### config.mk
export PLATFORM = sky130hd
export DESIGN_NAME = add_serial_sched
export DESIGN_NICKNAME = d
export VERILOG_FILES = /design/src/rtl/add_serial_pkg.sv /design/src/rtl/add_serial_sched_arb.sv /design/src/rtl/add_serial_sched.sv
export SDC_FILE = /design/constraint.sdc
export NUM_CORES = 1
export LEC_CHECK = 0
export ABC_AREA = 1
export CORE_MARGIN = 2
export CORE_UTILIZATION = 43
export CTS_BUF_LIST = sky130_fd_sc_hd__clkbuf_8 sky130_fd_sc_hd__clkbuf_16
export DETAILED_ROUTE_END_ITERATION = 12
export PLACE_DENSITY = 0.8
export SYNTH_ARGS = -nofsm -noshare
export SYNTH_HDL_FRONTEND = slang
export SYNTH_SLANG_ARGS = --single-unit
### constraint.sdc
create_clock -name clk -period 2.45 [get_ports clk]
set_input_delay 0.245 -clock clk [delete_from_list [all_inputs] [get_ports clk]]
set_output_delay 0.245 -clock clk [all_outputs]
set_load 0.1 [all_outputs]
### src/rtl/add_serial_pkg.sv
// Shared constants and FSM state encoding for the serial-adder scheduler.
package add_serial_pkg;
    localparam int DEFAULT_WIDTH = 8;

    localparam logic [1:0] ST_IDLE  = 2'd0;
    localparam logic [1:0] ST_ISSUE = 2'd1;
    localparam logic [1:0] ST_WAIT  = 2'd2;
    localparam logic [1:0] ST_RESP  = 2'd3;

    typedef enum logic [1:0] {
        S_IDLE  = ST_IDLE,
        S_ISSUE = ST_ISSUE,
        S_WAIT  = ST_WAIT,
        S_RESP  = ST_RESP
    } state_e;
endpackage

### src/rtl/add_serial_sched_arb.sv
// Combinational round-robin arbiter: first requester at or after last_grant+1 wins.
module rr_arbiter #(
    parameter  int NREQ = 4,
    localparam int IW   = (NREQ > 1) ? $clog2(NREQ) : 1
) (
    input  logic [NREQ-1:0] req,
    input  logic [IW-1:0]   last_grant,
    output logic [NREQ-1:0] gnt,
    output logic [IW-1:0]   gnt_idx
);
    logic          w_found;
    logic [IW-1:0] w_idx;

    always_comb begin
        gnt     = '0;
        gnt_idx = '0;
        w_found = 1'b0;
        w_idx   = '0;
        for (int k = 1; k <= NREQ; k++) begin
            w_idx = IW'((int'(last_grant) + k) % NREQ);
            if (!w_found && req[w_idx]) begin
                w_found      = 1'b1;
                gnt[w_idx]   = 1'b1;
                gnt_idx      = w_idx;
            end
        end
    end
endmodule

### src/rtl/add_serial_sched.sv
// Time-shares one fixed-latency adder engine among NREQ requesters,
// one addition in flight, round-robin grant order.
module add_serial_sched
    import add_serial_pkg::*;
#(
    parameter int NREQ    = 4,
    parameter int WIDTH   = DEFAULT_WIDTH,
    parameter int ENG_LAT = 10
) (
    input  logic                  clk,
    input  logic                  rst,
    input  logic [NREQ-1:0]       req_valid,
    output logic [NREQ-1:0]       req_ready,
    input  logic [NREQ*WIDTH-1:0] req_a,
    input  logic [NREQ*WIDTH-1:0] req_b,
    output logic [NREQ-1:0]       rsp_valid,
    output logic [WIDTH-1:0]      rsp_sum,
    output logic                  busy,
    output logic                  eng_en,
    output logic [WIDTH-1:0]      eng_a,
    output logic [WIDTH-1:0]      eng_b,
    input  logic [WIDTH-1:0]      eng_out,
    output logic [1:0]            o_dbg_state
);
    localparam int IW = (NREQ > 1) ? $clog2(NREQ) : 1;
    localparam int CW = $clog2(ENG_LAT + 1);
    localparam logic [CW-1:0] LAT_INIT = CW'(ENG_LAT - 1);

    state_e          r_state, w_next;
    logic [NREQ-1:0] r_grant_oh;
    logic [IW-1:0]   r_grant_idx;
    logic [IW-1:0]   r_last_grant;
    logic [WIDTH-1:0] r_eng_a, r_eng_b, r_rsp_sum;
    logic [CW-1:0]   r_lat_cnt;
    logic [NREQ-1:0] w_gnt;
    logic [IW-1:0]   w_gnt_idx;

    rr_arbiter #(.NREQ(NREQ)) u_arb (
        .req        (req_valid),
        .last_grant (r_last_grant),
        .gnt        (w_gnt),
        .gnt_idx    (w_gnt_idx)
    );

    // Handshake: a requester holds req_valid with stable operands until it sees
    // its req_ready pulse; the operands are captured one cycle before that pulse,
    // and the result returns later as a single rsp_valid pulse to the same index.
    always_comb begin
        w_next    = r_state;
        eng_en    = 1'b0;
        req_ready = '0;
        rsp_valid = '0;
        case (r_state)
            S_IDLE:  if (|req_valid) w_next = S_ISSUE;
            S_ISSUE: begin
                eng_en    = 1'b1;
                req_ready = r_grant_oh;
                w_next    = S_WAIT;
            end
            S_WAIT:  if (r_lat_cnt == '0) w_next = S_RESP;
            S_RESP: begin
                rsp_valid = r_grant_oh;
                w_next    = S_IDLE;
            end
            default: w_next = S_IDLE;
        endcase
    end

    always_ff @(posedge clk) begin
        if (!rst) begin
            r_state      <= S_IDLE;
            r_grant_oh   <= '0;
            r_grant_idx  <= '0;
            r_last_grant <= IW'(NREQ - 1);
            r_eng_a      <= '0;
            r_eng_b      <= '0;
            r_rsp_sum    <= '0;
            r_lat_cnt    <= '0;
        end else begin
            r_state <= w_next;
            case (r_state)
                S_IDLE: if (|req_valid) begin
                    r_grant_oh  <= w_gnt;
                    r_grant_idx <= w_gnt_idx;
                    r_eng_a     <= req_a[w_gnt_idx*WIDTH +: WIDTH];
                    r_eng_b     <= req_b[w_gnt_idx*WIDTH +: WIDTH];
                end
                S_ISSUE: r_lat_cnt <= LAT_INIT;
                // The engine result is valid exactly on the cycle the count hits zero.
                S_WAIT: begin
                    if (r_lat_cnt == '0) r_rsp_sum <= eng_out;
                    else                 r_lat_cnt <= r_lat_cnt - 1'b1;
                end
                S_RESP: r_last_grant <= r_grant_idx;
                default: ;
            endcase
        end
    end

    assign busy        = (r_state != S_IDLE);
    assign eng_a       = r_eng_a;
    assign eng_b       = r_eng_b;
    assign rsp_sum     = r_rsp_sum;
    assign o_dbg_state = r_state;
endmodule

==> flow_metrics.env, run 1 <==
export IMPL_drt_antenna_violating_nets=0
export IMPL_postCtsResizedCells=0
export IMPL_grt_max_degree=34
export IMPL_critPathLaunch="r_last_grant[0]"
export IMPL_sw_frac_of_total=0.597
export IMPL_synthesis_nets=525
export IMPL_skew_ns=0.00709
export IMPL_crit_end="eng_b[7]"
export IMPL_clockPowerShare=0.086
export IMPL_fp_dieW_um=83.7
export IMPL_dp_hpwl_um=5920
export IMPL_worst_path_buf_inv=4
export IMPL_syn_to_final_growth_pct=44.8
export IMPL_total_power_w=0.00534
export IMPL_run_status="finished clean"
export IMPL_ys_top_cells_by_area="dfxtp_1 (28%), nand2_1 (16%), nand3_1 (10%)"
export IMPL_gr_usage_met1=0.276
export IMPL_met2_usage=0.375
export IMPL_syn_avg_cell_area_um2=6.30
export IMPL_critPathArrivalTime_ns=2.44
export IMPL_design_area_um2=3960
export IMPL_yosys_area_top_type_share=0.278
export IMPL_vias=3098
export IMPL_r2r_end="eng_b[7]"
export IMPL_async_flop_share=0
export IMPL_fin_crit_ns=2.25
export IMPL_drv_cap=0
export IMPL_clock_path_buffers=2
export IMPL_root_buffer="clkbuf_8"
export IMPL_gp_congestion=0.950
export IMPL_grt_util_met3=0.0495
export IMPL_syn_inst=434
export IMPL_crit_type="reg2reg"
export IMPL_p_per_area_nw_per_um2=1350
export IMPL_dr_first_iter_drc_count=132
export IMPL_viasPerCell=4.96
export IMPL_num_rows=29
export IMPL_synth_flop_cell="dfxtp_1"
export IMPL_p_seq_frac=0.187
export IMPL_grt_pass1_vias=2917
export IMPL_net_switching_power_w=0.00318
export IMPL_start_kind="flop"
export IMPL_cts_sinks=38
export IMPL_hold_path_class="reg2reg"
export IMPL_grt_busiest_layer="met2"
export IMPL_antenna_found_initial=0
export IMPL_clk_pin_slew_ns=0.08
export IMPL_crit_family="simple AND/OR/NAND/NOR gates"
export IMPL_cp_common_cell="nand2_1"
export IMPL_grtUsageTotal=0.221
export IMPL_yosysTopAreaCell="dfxtp_1"
export IMPL_rr_worst_depth=12
export IMPL_p_comb_frac=0.727
export IMPL_fin_crit_sh=0.916
export IMPL_internal_power_w=0.00215
export IMPL_grt_first_pass_wirelength_um=12900
export IMPL_wire_per_inst_um=12.7
export IMPL_finalHoldViolations=0
export IMPL_placed_cell_area_um2=3860
export IMPL_crit_fanout=32
export IMPL_die_area_um2=7010
export IMPL_cts_made_buffers=5
export IMPL_end_kind="flop"
export IMPL_timing_rr_start="r_last_grant[0]"
export IMPL_grt_overflow=0
export IMPL_cp_num_cells=12
export IMPL_die_height_um=83.7
export IMPL_setup_slack_ns=0.205
export IMPL_cts_hold_buf=0
export IMPL_cts_tree="built"
export IMPL_io_buffer_count=113
export IMPL_mappedNetlistArea_um2=2730
export IMPL_ir_drop_mv=1.10
export IMPL_worstPathRequired_ns=2.64
export IMPL_drc=0
export IMPL_fp_coreArea_um2=6240
export IMPL_max_freq_mhz=445
export IMPL_start_util=0.438
export IMPL_n_antenna_cell=0
export IMPL_worstMarginPinSlew_ns=0.530
export IMPL_rsz0062_at_grt="false"
export IMPL_totalWireLength_um=7930
export IMPL_ys_warn_count=0
export IMPL_dp_slack_ns=0.185
export IMPL_synth_seq_cells=38
export IMPL_drv_slew=0
export IMPL_drt_pass1_iter_count=4
export IMPL_synth_edf_count=0
export IMPL_finalSetupTns_ns=0
export IMPL_leakagePower_nw=2.07
export IMPL_ys_seq_area_frac=0.278
export IMPL_slew_headroom=0.645
export IMPL_io_pins=114
export IMPL_cts_setup_buffers=0
export IMPL_synthDistinctLibCells=34
export IMPL_num_nets_final=638
export IMPL_finalSetupViolations=0
export IMPL_htreeDepth=2
export IMPL_crit_slowest_cell="dfxtp_1"
export IMPL_crit_path_cell_trace="inv_4, ha_1, inv_1, nand2_1, nand2_1, nand4_4, buf_4, nand3b_1, nand3_1, nand3_1, nand2_1, inv_1"
export IMPL_reg2reg_slack_ns=0.20
export IMPL_drive_above_1_share=0.139
export IMPL_worst_skew_pair_late_latency_ns=0.30
export IMPL_critPathMaxStageDelay_ns=0.38
## kinds of logic after synthesis
kind of cell / after synthesis / share of synthesized area
XOR/XNOR: 1 / 0.00320
AND/OR/NAND/NOR: 258 / 0.443
buffers and inverters: 87 / 0.135
adder cells (fa/ha/maj): 13 / 0.0595
flip-flops: 38 / 0.278
AO/OA/AOI/OAI: 37 / 0.0810
## worst register-to-register path, stage by stage (launching register included)
cell and delay, ns:
dfxtp_1 0.38, inv_4 0.09, ha_1 0.35, inv_1 0.09, nand2_1 0.08, nand2_1 0.18, nand4_4 0.18, buf_4 0.33
nand3b_1 0.17, nand3_1 0.11, nand3_1 0.08, nand2_1 0.07, inv_1 0.03
## cell usage in the layout, fill, tap and decap left out, types with 12 or more instances in the layout
cell	netlist	final
nand2_1	116	116
dfxtp_1	38	36
inv_1	65	65
o21ai_0	20	20
nand3b_1	20	20
nor2_1	47	46
ha_1	13	12
nand3_1	57	57
clkdlybuf4s50_1	0	77
buf_4	3	45
## flip-flops by register name, summed over array words and instances (netlist names)
register,cells
r_grant_oh,4
o_dbg_state,2
rsp_sum,8
r_grant_idx,2
eng_b,8
eng_a,8
r_lat_cnt,4
r_last_grant,2
## area by class of cell
| cell class | count | area [um^2] |
|---|---|---|
| repair buffers | 123 | 1130 |
| clock inverters | 2 | 12.5 |
| multi-input cells | 309 | 1610 |
| inverters | 70 | 265 |
| clock buffers | 6 | 82.6 |
| fillers | 567 | 2280 |
| flip-flops and latches | 38 | 763 |
| well taps | 77 | 96.3 |
## per-layer routing
metal | vias to the layer above | routed length, um
met5 | - | 0
met4 | 0 | 158
met3 | 14 | 557
met2 | 126 | 3570
met1 | 1360 | 3640
li1 | 1598 | -
## cells in the mapped netlist, types with 2 or more instances
cell / count
nand2_1: 116
inv_1: 65
nand3_1: 57
nor2_1: 47
dfxtp_1: 38
nand3b_1: 20
o21ai_0: 20
ha_1: 13
nand2_2: 6
buf_2: 5
clkbuf_1: 5
a21oi_1: 4
a22oi_1: 4
a41oi_1: 4
buf_4: 3
buf_6: 3
clkinv_1: 2
inv_2: 2
nand2_4: 2
nand3_2: 2
nand4_1: 2
nor4_1: 2
## power groups by stage
stage	Combinational (W)	Sequential, W	Clock, W
finish	0.00388	0.000998	0.000460
global route	0.00421	0.00102	0.000499
CTS	0.00388	0.000997	0.000471
detailed placement	0.00387	0.00101	0
global placement	0.00381	0.00101	0
floorplan	0.00205	0.00203	0
## stage by stage
stage | std cells | utilization | hold WS, ns
5_1_grt | 625 | 0.634 | 0.533
3_5_place_dp | 617 | 0.619 | 0.488
3_3_place_gp | 617 | 0.619 | 0.481
4_1_cts | 625 | 0.634 | 0.505
6_report | 625 | 0.634 | 0.510
2_1_floorplan | 434 | - | 0.380
## worst min path at each step
stage | endpoint | slack (ns) | start | cells past startpoint
floorplan | rsp_sum[0] | 0.38 | eng_out[0] | 2
global placement | r_lat_cnt[2] | 0.48 | r_lat_cnt[2] | 1
detailed placement | r_lat_cnt[2] | 0.49 | r_lat_cnt[2] | 1
CTS | r_lat_cnt[2] | 0.50 | r_lat_cnt[2] | 1
global route | r_lat_cnt[0] | 0.53 | r_lat_cnt[0] | 2
finish | r_lat_cnt[2] | 0.51 | r_lat_cnt[2] | 1
(Power assumes the default switching activity.)
==> inputs of run 2 (changes only) <==
Settings changed: CORE_MARGIN 2 to unset.
==> run 2 against run 1 <==
  * Design area up 1.5%
  * Core utilization up 3.3 points
  * Count of clock-buffer cells in the layout down 1
  * Sequential share of layout area down 0.29 points
  * Combinational power about the same
  * Clock power up 39%
  * Fmax down 0.21%
  * Final cell count down 0.16%
  * Critical path depth up 2
  * Die area down 4.7%
  * Via count down 0.55%
==> flow_metrics.env, run 2 (synthesis results as in run 1) <==
export IMPL_run_status="finished clean"
export IMPL_setup_slack_ns=0.200
export IMPL_wire_per_inst_um=12.7
export IMPL_worst_path_buf_inv=4
export IMPL_root_buffer="clkbuf_8"
export IMPL_fp_coreArea_um2=6030
export IMPL_dp_hpwl_um=5900
export IMPL_n_antenna_cell=0
export IMPL_worst_skew_pair_late_latency_ns=0.29
export IMPL_whs_ns=0.483
export IMPL_viasPerCell=4.94
export IMPL_fin_crit_ns=2.25
export IMPL_vias=3081
export IMPL_die_area_um2=6680
export IMPL_htreeDepth=2
export IMPL_finalSetupViolations=0
export IMPL_rsz0062_at_grt="false"
export IMPL_cts_made_buffers=5
export IMPL_end_kind="flop"
export IMPL_die_height_um=81.7
export IMPL_cts_hold_buf=0
export IMPL_worstPathRequired_ns=2.65
export IMPL_crit_fanout=20
export IMPL_crit_family="simple AND/OR/NAND/NOR gates"
export IMPL_dr_wl_met3_um=574
export IMPL_grt_pass1_vias=2760
export IMPL_syn_to_final_growth_pct=47.0
export IMPL_wl_met1_um=3490
export IMPL_p_per_area_nw_per_um2=1380
export IMPL_clk_pin_slew_ns=0.08
export IMPL_drive_above_1_share=0.140
export IMPL_final_common_cell="nand2_1"
export IMPL_finalHoldViolations=0
export IMPL_highest_layer="met4"
export IMPL_grt_overflow=0
export IMPL_start_kind="flop"
export IMPL_fin_crit_sh=0.918
export IMPL_num_nets_final=639
export IMPL_grt_first_pass_wirelength_um=12100
export IMPL_totalWireLength_um=7910
export IMPL_worstMarginPinSlew_ns=0.532
export IMPL_critPathMaxStageDelay_ns=0.38
export IMPL_hold_path_class="reg2reg"
export IMPL_dp_slack_ns=0.131
export IMPL_slew_headroom=0.643
export IMPL_skew_ns=0.00845
export IMPL_mostFrequentLayoutCells="nand2_1 (116), clkdlybuf4s50_1 (77), inv_1 (65)"
export IMPL_antenna_found_initial=0
export IMPL_drt_antenna_violating_nets=0
export IMPL_io_pins=114
export IMPL_leakagePower_nw=2.10
export IMPL_cts_sinks=38
export IMPL_dr_first_iter_drc_count=146
export IMPL_finalSetupTns_ns=0
export IMPL_cts_tree="built"
export IMPL_crit_slowest_cell="dfxtp_1"
export IMPL_critPathArrivalTime_ns=2.45
export IMPL_drc=0
export IMPL_start_util=0.454
export IMPL_fin_util=0.667
export IMPL_total_power_w=0.00555
export IMPL_ir_drop_mv=1.03
export IMPL_max_freq_mhz=444
export IMPL_wl_met2_um=3730
export IMPL_drv_cap=0
export IMPL_grtUsageTotal=0.231
export IMPL_grt_max_degree=34
export IMPL_clock_path_buffers=2
export IMPL_num_rows=28
export IMPL_crit_path_cell_trace="inv_4, ha_1, inv_1, nand2_2, nand2_4, o21ai_0, nand2_1, nand2_4, buf_8, nand3b_1, nand3_1, nand3_1, nand2_1, inv_1"
export IMPL_crit_type="reg2reg"
export IMPL_gp_congestion=0.864
export IMPL_drt_pass1_iter_count=4
export IMPL_io_buffer_count=113
export IMPL_fp_dieW_um=81.7
export IMPL_drv_slew=0
==> run 2: worst register-to-register path, delay by kind of cell, from the launching register on <==
kind,cells,cell delay [ns]
adders and majority gates,1,0.34
buffers and inverters,4,0.39
AOI/OAI and AO/OA,1,0.20
DFF,1,0.38
and+or+nand+nor,8,0.85
==> run 2: stage by stage <==
stage | instance area [um^2] | std cells
after floorplan | 2740 | 434
after global placement | 3850 | 616
after detailed placement | 3850 | 616
after CTS | 3990 | 624
after global routing | 4020 | 624
final | 4020 | 624
==> run 2: worst paths after layout <==
kind | startpoint | endpoint | slack, ns | cells after the start
min | r_grant_idx[1] | r_last_grant[1] | 0.48 | 2
max | r_last_grant[0] | eng_b[3] | 0.20 | 14
min reg2reg | r_grant_idx[1] | r_last_grant[1] | 0.48 | 2
max reg2reg | r_last_grant[0] | eng_b[3] | 0.20 | 14
==> run 2: routing by layer <==
layer | GRT usage | vias up
met5 | 0 | -
met2 | 0.412 | 109
met4 | 0.0667 | 0
li1 | - | 1596
met3 | 0.0522 | 12
met1 | 0.274 | 1364
==> run 2: layout make-up <==
| class | count | area, um^2 |
|---|---|---|
| clock buffer | 5 | 68.8 |
| clock inverter | 3 | 68.8 |
| fill | 535 | 2010 |
| inverter | 70 | 265 |
| multi-input combinational | 309 | 1620 |
| sequential | 38 | 763 |
| tap | 75 | 93.8 |
| timing repair buffer | 124 | 1130 |
==> run 2: repair_timing <==
action                                  in CTS  in global routing
gates resized for setup                      0                  5
setup buffers                                0                  0
endpoints found under the setup margin       0                 16
==> run 2: report_power, final <==
part	internal (W)	leakage [nW]	total [W]	switching (W)
clock network	0.000408	0.0683	0.000640	0.000232
logic	0.00108	1.72	0.00391	0.00282
registers	0.000856	0.314	0.00100	0.000144
total	0.00235	2.10	0.00555	0.00320
==> inputs of run 3 (changes only) <==
Settings changed: REMOVE_ABC_BUFFERS set to 1.
==> run 3 against run 2 <==
  * Sequential share of layout area grew 0.074 points
  * Design area shrank 0.72%
  * Combinational power grew 2%
  * Total power down 2.5%
  * Final cell count up 0.48%
  * Die area unchanged
  * Core utilization decreased by 0.48 points
  * Sequential power barely moved
  * Largest power group unchanged
==> flow_metrics.env, run 3 (synthesis results as in run 1) <==
export IMPL_clockPowerShare=0.080
export IMPL_fp_coreArea_um2=6030
export IMPL_drive_above_1_share=0.138
export IMPL_design_area_um2=3990
export IMPL_crit_fanout=14
export IMPL_grt_first_pass_wirelength_um=12800
export IMPL_gp_congestion=0.869
export IMPL_finalSetupViolations=0
export IMPL_finalHoldViolations=0
export IMPL_syn_to_final_growth_pct=45.9
export IMPL_skew_ns=0.00506
export IMPL_crit_type="reg2reg"
export IMPL_grt_max_degree=34
export IMPL_max_freq_mhz=444
export IMPL_cts_sinks=38
export IMPL_internal_power_w=0.00218
export IMPL_drt_pass1_iter_count=5
export IMPL_leakagePower_nw=2.10
export IMPL_run_status="finished clean"
export IMPL_final_common_cell="nand2_1"
export IMPL_die_height_um=81.7
export IMPL_viasPerCell=4.93
export IMPL_root_buffer="clkbuf_8"
export IMPL_clock_path_buffers=2
export IMPL_drv_slew=0
export IMPL_start_util=0.454
export IMPL_antenna_found_initial=0
export IMPL_crit_path_cell_trace="inv_4, ha_1, inv_1, nand2_2, nand2_4, nor2_8, nand4_4, buf_4, nand3_1, nand2_1, nand2_1, nand3_1, nand2_1, inv_1"
export IMPL_slew_headroom=0.615
export IMPL_ir_drop_mv=1.25
export IMPL_mostFrequentLayoutCells="nand2_1 (116), clkdlybuf4s50_1 (77), inv_1 (66)"
export IMPL_grt_overflow=0
export IMPL_n_antenna_cell=0
export IMPL_worst_path_buf_inv=4
export IMPL_dp_slack_ns=0.102
export IMPL_worstMarginPinSlew_ns=0.574
export IMPL_crit_family="simple AND/OR/NAND/NOR gates"
export IMPL_drt_antenna_violating_nets=0
export IMPL_io_pins=114
export IMPL_num_rows=28
export IMPL_fin_crit_sh=0.919
export IMPL_totalWireLength_um=8000
export IMPL_hold_path_class="reg2reg"
export IMPL_cts_setup_buffers=0
export IMPL_setup_slack_ns=0.199
export IMPL_io_buffer_count=113
export IMPL_die_area_um2=6680
export IMPL_start_kind="flop"
export IMPL_p_comb_frac=0.736
export IMPL_drv_cap=0
export IMPL_crit_slowest_cell="dfxtp_1"
export IMPL_clk_pin_slew_ns=0.08
export IMPL_grt_pass1_vias=2928
export IMPL_placed_cell_area_um2=3860
export IMPL_num_nets_final=642
export IMPL_finalSetupTns_ns=0
export IMPL_p_seq_frac=0.184
export IMPL_rsz0062_at_grt="false"
export IMPL_cts_tree="built"
export IMPL_vias=3092
export IMPL_worst_skew_pair_late_latency_ns=0.28
export IMPL_dr_first_iter_drc_count=109
export IMPL_cts_made_buffers=5
export IMPL_htreeDepth=2
export IMPL_drc=0
export IMPL_critPathArrivalTime_ns=2.43
export IMPL_end_kind="flop"
export IMPL_fin_crit_ns=2.25
export IMPL_critPathMaxStageDelay_ns=0.38
export IMPL_total_power_w=0.00541
export IMPL_net_switching_power_w=0.00323
export IMPL_nFillCells=587
export IMPL_grtUsageTotal=0.241
export IMPL_dp_hpwl_um=6060
export IMPL_cp_common_cell="nand2_1"
export IMPL_sw_frac_of_total=0.597
export IMPL_worstPathRequired_ns=2.63
export IMPL_wire_per_inst_um=12.8
export IMPL_fp_dieW_um=81.7
export IMPL_fin_util=0.662
export IMPL_p_per_area_nw_per_um2=1360
==> run 3: timing repair <==
action,4_1_cts,5_1_grt
hold buffers,0,0
gates resized for setup,0,4
endpoints found under the setup margin,0,14
==> run 3: power groups by stage <==
stage / Sequential, W / Combinational [W] / Clock [W]
finish: 0.000994 / 0.00398 / 0.000435
global route: 0.00102 / 0.00433 / 0.000480
CTS: 0.000992 / 0.00391 / 0.000446
detailed placement: 0.00100 / 0.00390 / 0
global placement: 0.00100 / 0.00384 / 0
floorplan: 0.00204 / 0.00188 / 0
==> run 3: path summary, 6_finish.rpt <==
check,slack (ns),to,cells past startpoint,from
worst max-delay path,0.20,eng_a[5],14,r_last_grant[0]
worst min-delay path,0.50,r_lat_cnt[2],1,r_lat_cnt[2]
worst min register to register,0.50,r_lat_cnt[2],1,r_lat_cnt[2]
worst max register to register,0.20,eng_a[5],14,r_last_grant[0]
==> run 3: stage by stage <==
step,cells,hold slack [ns]
after detailed placement,618,0.476
after global placement,618,0.471
after CTS,626,0.501
final,627,0.503
after floorplan,417,0.343
after global routing,627,0.532
==> run 3: per-layer routing <==
layer  GRT usage  vias up  part of all wire
li1            -     1601                 -
met1       0.284     1385              0.43
met2       0.445      104              0.48
met3      0.0622        2             0.089
met4      0.0263        0            0.0016
met5           0        -                 0
==> run 3: worst reg2reg max path: cells and delay by family, from the launching register on <==
kind / cells / cell delay, ns
and+or+nand+nor: 9 / 0.95
buffers and inverters: 4 / 0.46
DFF: 1 / 0.38
adders and majority gates: 1 / 0.35
==> run 3: area by class of cell <==
| type | count | area (um^2) | area share |
|---|---|---|---|
| clock buffers | 6 | 82.6 | 0.0207 |
| clock inverters | 2 | 8.76 | 0.00220 |
| flip-flops and latches | 38 | 761 | 0.191 |
| well taps | 75 | 93.8 | 0.0235 |
| repair buffers | 126 | 1150 | 0.287 |
| inverters | 70 | 265 | 0.0665 |
| multi-input cells | 310 | 1630 | 0.409 |
